File: src/rtl/arb_pkg.sv
// Shared types for the split-transaction bus arbiter: FSM states, bus_sel and
// split_owner encodings.
package arb_pkg;

    typedef enum logic [1:0] {
        IDLE      = 2'd0,
        OWN1      = 2'd1,
        OWN2      = 2'd2,
        SPLIT_RET = 2'd3
    } arb_state_t;

    localparam logic [1:0] BUS_SEL_NONE  = 2'd0;
    localparam logic [1:0] BUS_SEL_INIT1 = 2'd1;
    localparam logic [1:0] BUS_SEL_INIT2 = 2'd2;
    localparam logic [1:0] BUS_SEL_SPLIT = 2'd3;

    localparam logic [1:0] OWNER_NONE  = 2'd0;
    localparam logic [1:0] OWNER_INIT1 = 2'd1;
    localparam logic [1:0] OWNER_INIT2 = 2'd2;

endpackage

File: src/rtl/arb_split_watchdog.sv
// Watchdog for a split-parked initiator: counts parked cycles outside SPLIT_RET.
// expire is combinational and fires on the edge where the count reaches SPLIT_TIMEOUT.
module arb_split_watchdog #(
    parameter int SPLIT_TIMEOUT = 65535
) (
    input  logic clk,
    input  logic rst_n,
    input  logic start,
    input  logic hold,
    input  logic active,
    output logic expire
);

    localparam int CW = $clog2(SPLIT_TIMEOUT + 1);
    localparam logic [CW-1:0] CNT_MAX  = CW'(SPLIT_TIMEOUT);
    localparam logic [CW-1:0] CNT_LAST = CW'(SPLIT_TIMEOUT - 1);

    logic [CW-1:0] cnt;
    logic          advance;

    // Saturates at CNT_MAX; a fresh park (start) restarts the count from zero.
    assign advance = active && !hold && !start && (cnt != CNT_MAX);
    assign expire  = advance && (cnt == CNT_LAST);

    always_ff @(posedge clk or negedge rst_n) begin
        if (!rst_n) begin
            cnt <= '0;
        end else if (start) begin
            cnt <= '0;
        end else if (advance) begin
            cnt <= cnt + CW'(1);
        end
    end

endmodule

File: src/rtl/bus_split_arbiter.sv
// Two-initiator bus arbiter with one parked split transaction and a park watchdog.
// Optional round-robin tie-break via ARB_ROUND_ROBIN_EN (fixed init1 priority otherwise).
module bus_split_arbiter
    import arb_pkg::*;
#(
    parameter int SPLIT_TIMEOUT = 65535
) (
    input  logic       clk,
    input  logic       rst_n,
    input  logic       init1_req,
    input  logic       init2_req,
    input  logic       split_req,
    input  logic       split_ack,
    output logic       init1_grant,
    output logic       init2_grant,
    output logic       split_grant,
    output logic [1:0] bus_sel,
    output logic [1:0] split_owner,
    output logic       split_timeout,
    output logic       busy
);

    arb_state_t state, state_nxt;
    logic [1:0] owner_fsm, owner_nxt;
    logic       park_start;
    logic       take_split;
    logic       expire;
    logic       req1_ok, req2_ok;
    logic       tie_to_init2;
    logic       wd_hold, wd_active;

    // An initiator is masked while it is the one waiting on a split return.
    assign req1_ok = init1_req && (split_owner != OWNER_INIT1);
    assign req2_ok = init2_req && (split_owner != OWNER_INIT2);

`ifdef ARB_ROUND_ROBIN_EN
    logic last_init2;

    assign tie_to_init2 = !last_init2;

    always_ff @(posedge clk or negedge rst_n) begin
        if (!rst_n) begin
            last_init2 <= 1'b1;
        end else if (state == IDLE && state_nxt == OWN1) begin
            last_init2 <= 1'b0;
        end else if (state == IDLE && state_nxt == OWN2) begin
            last_init2 <= 1'b1;
        end
    end
`else
    assign tie_to_init2 = 1'b0;
`endif

    always_comb begin
        state_nxt  = state;
        owner_fsm  = split_owner;
        park_start = 1'b0;
        take_split = 1'b0;
        case (state)
            IDLE: begin
                if (split_req && split_owner != OWNER_NONE) begin
                    state_nxt  = SPLIT_RET;
                    take_split = 1'b1;
                end else if (req1_ok && req2_ok) begin
                    state_nxt = tie_to_init2 ? OWN2 : OWN1;
                end else if (req1_ok) begin
                    state_nxt = OWN1;
                end else if (req2_ok) begin
                    state_nxt = OWN2;
                end
            end
            OWN1: begin
                if (split_ack) begin
                    owner_fsm  = OWNER_INIT1;
                    park_start = 1'b1;
                    state_nxt  = IDLE;
                end else if (!init1_req) begin
                    state_nxt = IDLE;
                end
            end
            OWN2: begin
                if (split_ack) begin
                    owner_fsm  = OWNER_INIT2;
                    park_start = 1'b1;
                    state_nxt  = IDLE;
                end else if (!init2_req) begin
                    state_nxt = IDLE;
                end
            end
            SPLIT_RET: begin
                if (!split_req) begin
                    owner_fsm = OWNER_NONE;
                    state_nxt = IDLE;
                end
            end
            default: state_nxt = IDLE;
        endcase
    end

    // Freezing the watchdog while the split return is being taken lets
    // SPLIT_RET win over a simultaneous expiry.
    assign wd_hold   = (state == SPLIT_RET) || take_split;
    assign wd_active = (split_owner != OWNER_NONE);

    arb_split_watchdog #(
        .SPLIT_TIMEOUT(SPLIT_TIMEOUT)
    ) u_watchdog (
        .clk   (clk),
        .rst_n (rst_n),
        .start (park_start),
        .hold  (wd_hold),
        .active(wd_active),
        .expire(expire)
    );

    always_comb begin
        owner_nxt = owner_fsm;
        if (expire) begin
            owner_nxt = OWNER_NONE;
        end
    end

    always_ff @(posedge clk or negedge rst_n) begin
        if (!rst_n) begin
            state         <= IDLE;
            split_owner   <= OWNER_NONE;
            split_timeout <= 1'b0;
            init1_grant   <= 1'b0;
            init2_grant   <= 1'b0;
            split_grant   <= 1'b0;
            bus_sel       <= BUS_SEL_NONE;
            busy          <= 1'b0;
        end else begin
            state         <= state_nxt;
            split_owner   <= owner_nxt;
            split_timeout <= expire;
            init1_grant   <= (state_nxt == OWN1);
            init2_grant   <= (state_nxt == OWN2);
            split_grant   <= (state_nxt == SPLIT_RET);
            bus_sel       <= state_nxt;
            busy          <= (state_nxt != IDLE);
        end
    end

endmodule

File: config.mk
export PLATFORM = sky130hd
export DESIGN_NAME = bus_split_arbiter
export DESIGN_NICKNAME = d
export VERILOG_FILES = /design/src/rtl/arb_pkg.sv /design/src/rtl/arb_split_watchdog.sv /design/src/rtl/bus_split_arbiter.sv
export SDC_FILE = /design/constraint.sdc
export NUM_CORES = 1
export LEC_CHECK = 0
export CORE_UTILIZATION = 30
export DETAILED_ROUTE_END_ITERATION = 8
export PLACE_DENSITY = 0.57
export SLEW_MARGIN = 15
export SYNTH_ARGS = -nofsm -noshare
export SYNTH_HDL_FRONTEND = slang
export SYNTH_HIERARCHICAL = 1
export SYNTH_SLANG_ARGS = --single-unit
File: constraint.sdc
create_clock -name clk -period 2.1 [get_ports clk]
set_input_delay 0.42 -clock clk [delete_from_list [all_inputs] [get_ports clk]]
set_output_delay 0.42 -clock clk [all_outputs]
set_load 0.03 [all_outputs]
==> impl_metrics.ini, run 1 <==
[route]
drc_errors = 0
dr_wl_met2_mm = 1.91
wl_mm = 3.71
num_vias = 1357
top_layer_used = met4
drt-pass1-iter-count = 4
wl_met3_um = 119
wirelength_met1_mm = 1.60
antenna_left = 0
drt-initial-drc-count = 50
via_per_inst = 5.32
wl_per_cell_um = 14.5

[global_route]
overflow = 0
antenna_found_initial = 0
grt_pass1_vias = 1359
grt.total_usage = 0.145
grt_start_max_net_pins = 26
grt_first_pass_wirelength_mm = 5.92

[clocking]
cts_root_buf = clkbuf_8
clk_latency_ps = 280
cts.path.max_buffers = 2
cts_tree = yes
clock-sinks = 25
htree_num_levels = 1
cts_buffers = 3
path_clk_slew_ps = 110

[worst_setup_path]
r2r_start = split_owner[1]
start_kind = register
critical_path_required_ps = 2320
r2r_setup_slack_ps = 90
critPathKind = register to register
arrival_ps = 2240
r2r_cells = 6
reg2reg_to = u_watchdog/cnt[11]
endpoint_kind = register
path_max_fanout = 10

[yosys]
ys_warn_count = 6
avgSynthCellArea_um2 = 9.80
synth_cell_type_count = 44
syn-num-nets = 167
yosysMostFrequentCell = dfrtp_1
synth_top_area_share = 0.417
async_flop_share = 1.00
synth_edf_count = 0
syn-instance-count = 153
synth_ff_type = dfrtp_1
synthTopCellsByArea = dfrtp_1 42%, ha_1 6.7%, o31ai_1 5.0%
yosys.area.top_type = dfrtp_1
seq_area_frac_synth = 0.417
netlist_area_um2 = 1500
synthTopCellsByCount = 25 x dfrtp_1, 11 x a21oi_1, 10 x o31ai_1
ys_ff_latch = 25

[place]
dpl.cell_count = 247
port_buffers = 14
pre_cts_slack_ps = -93.0
gp_congestion = 0.865
hpwl_mm = 2.73

[sta]
hold_viol = 0
fin_ws_ps = 86.8
fin_crit_sh = 0.959
period_minus_slack_ps = 2010
fmax_mhz = 497
skew_ps = 16.3
relSlewSlack = 0.761
tightest_slew_ps = 354
slew_violations = 0
setup_tns_ps = 0
setup_viol = 0

[floorplanning]
die_width_um = 72.7
ios = 15
fp-row-count = 25
initial_core_util = 0.315
die_y_um = 72.7
core_area_um2 = 4750
die_area_um2 = 5280

[status]
status = finished clean

[power_and_ir_drop]
p_per_area_nw_per_um2 = 1160
leakagePower_nw = 0.819
peakVddDrop_mv = 0.614
power_mw = 2.25

[cells_and_area]
layoutNonFillerInstCount = 255
nets = 203
diodes = 0
syn_to_final_growth_pct = 29.6
drive_above_1_share = 0.271
final_util = 0.409

[worst_hold_path]
hold_class = input port to asynchronous set/reset pin

[flow_run]
cap_viol_max_count = 0
==> sequential cells by signal, indices dropped and copies added, names as in the netlist <==
signal / cells
busy: 1
split_timeout: 1
state: 2
init1_grant: 1
init2_grant: 1
split_owner: 2
split_grant: 1
u_watchdog/cnt: 16
==> critical path: stages, from the launching register on <==
cell	delay, ps
dfrtp_2	410
or2_4	260
a31o_2	260
nand2b_1	160
nand2b_4	190
or4_4	520
a21oi_2	140
==> per-stage QoR <==
stage	hold slack (ps)	area [um2]
2_1_floorplan	124	1530
3_3_place_gp	478	1850
3_5_place_dp	499	1850
4_1_cts	510	1900
5_1_grt	524	1940
6_report	491	1940
==> kinds of logic (layout without fill, tap and decap cells) <==
kind of cell / Yosys count / after routing / share of synthesized area
xor gates and xnor gates: 1 / 1 / 0.00584
and+or+nand+nor: 58 / 58 / 0.234
adders and majority gates: 8 / 8 / 0.0668
DFF: 25 / 25 / 0.417
AOI/OAI and AO/OA: 47 / 47 / 0.220
buffers and inverters: 11 / 46 / 0.0367
muxes: 3 / 3 / 0.0200
==> cell type report <==
type,count,area (um2)
fillers,487,2810
multi-input cells,117,850
flip-flops and latches,25,631
repair buffers,36,305
well taps,67,83.8
clock buffers,3,41.3
inverters,6,25.0
clock inverters,1,7.51
==> worst max-delay path by stage <==
stage | from | endpoint | slack [ps]
after floorplan | split_owner[1] | u_watchdog/cnt[11] | -20
after global placement | split_req | u_watchdog/cnt[9] | -40
after detailed placement | split_req | u_watchdog/cnt[7] | -90
after CTS | state[0] | u_watchdog/cnt[7] | 20
after global routing | state[0] | u_watchdog/cnt[14] | -5
final | split_owner[1] | u_watchdog/cnt[11] | 90
==> metal layers <==
metal,vias up,global-route usage
met5,-,0
met4,0,0.0806
met3,9,0.0235
met2,36,0.266
met1,650,0.160
li1,662,-
==> where the power goes <==
group	switching [mW]	internal (mW)	total (mW)
Combinational	0.684	0.590	1.27
Clock	0.172	0.135	0.307
Sequential	0.0902	0.581	0.672
==> cells in the final DEF, fill, tap and decap left out, types with 5 or more instances in the layout <==
cell,count
o311ai_0,5
o31ai_1,10
buf_4,22
nand2_1,9
clkdlybuf4s50_1,14
a21oi_1,9
nand4_1,6
o21ai_0,6
dfrtp_1,21
nor2_1,6
nand3_1,8
ha_1,8
==> repair_timing <==
| item | CTS | global route |
|---|---|---|
| buffers inserted | 0 | 4 |
| hold endpoints to repair | 0 | 0 |
| hold buffers | 0 | 0 |
| gates resized for setup | 0 | 6 |
| setup endpoints to repair | 0 | 6 |
No activity file was read; power rests on OpenSTA's default activity.
==> inputs of run 2 (changes only) <==
--- a/config.mk
+++ b/config.mk
@@ -5,6 +5,7 @@
 export SDC_FILE = /design/constraint.sdc
 export NUM_CORES = 1
 export LEC_CHECK = 0
+export CORE_MARGIN = 1
 export CORE_UTILIZATION = 30
 export DETAILED_ROUTE_END_ITERATION = 8
 export PLACE_DENSITY = 0.57
==> results of run 2 <==
The final DEF is identical to that of run 1; final timing and power are the same.
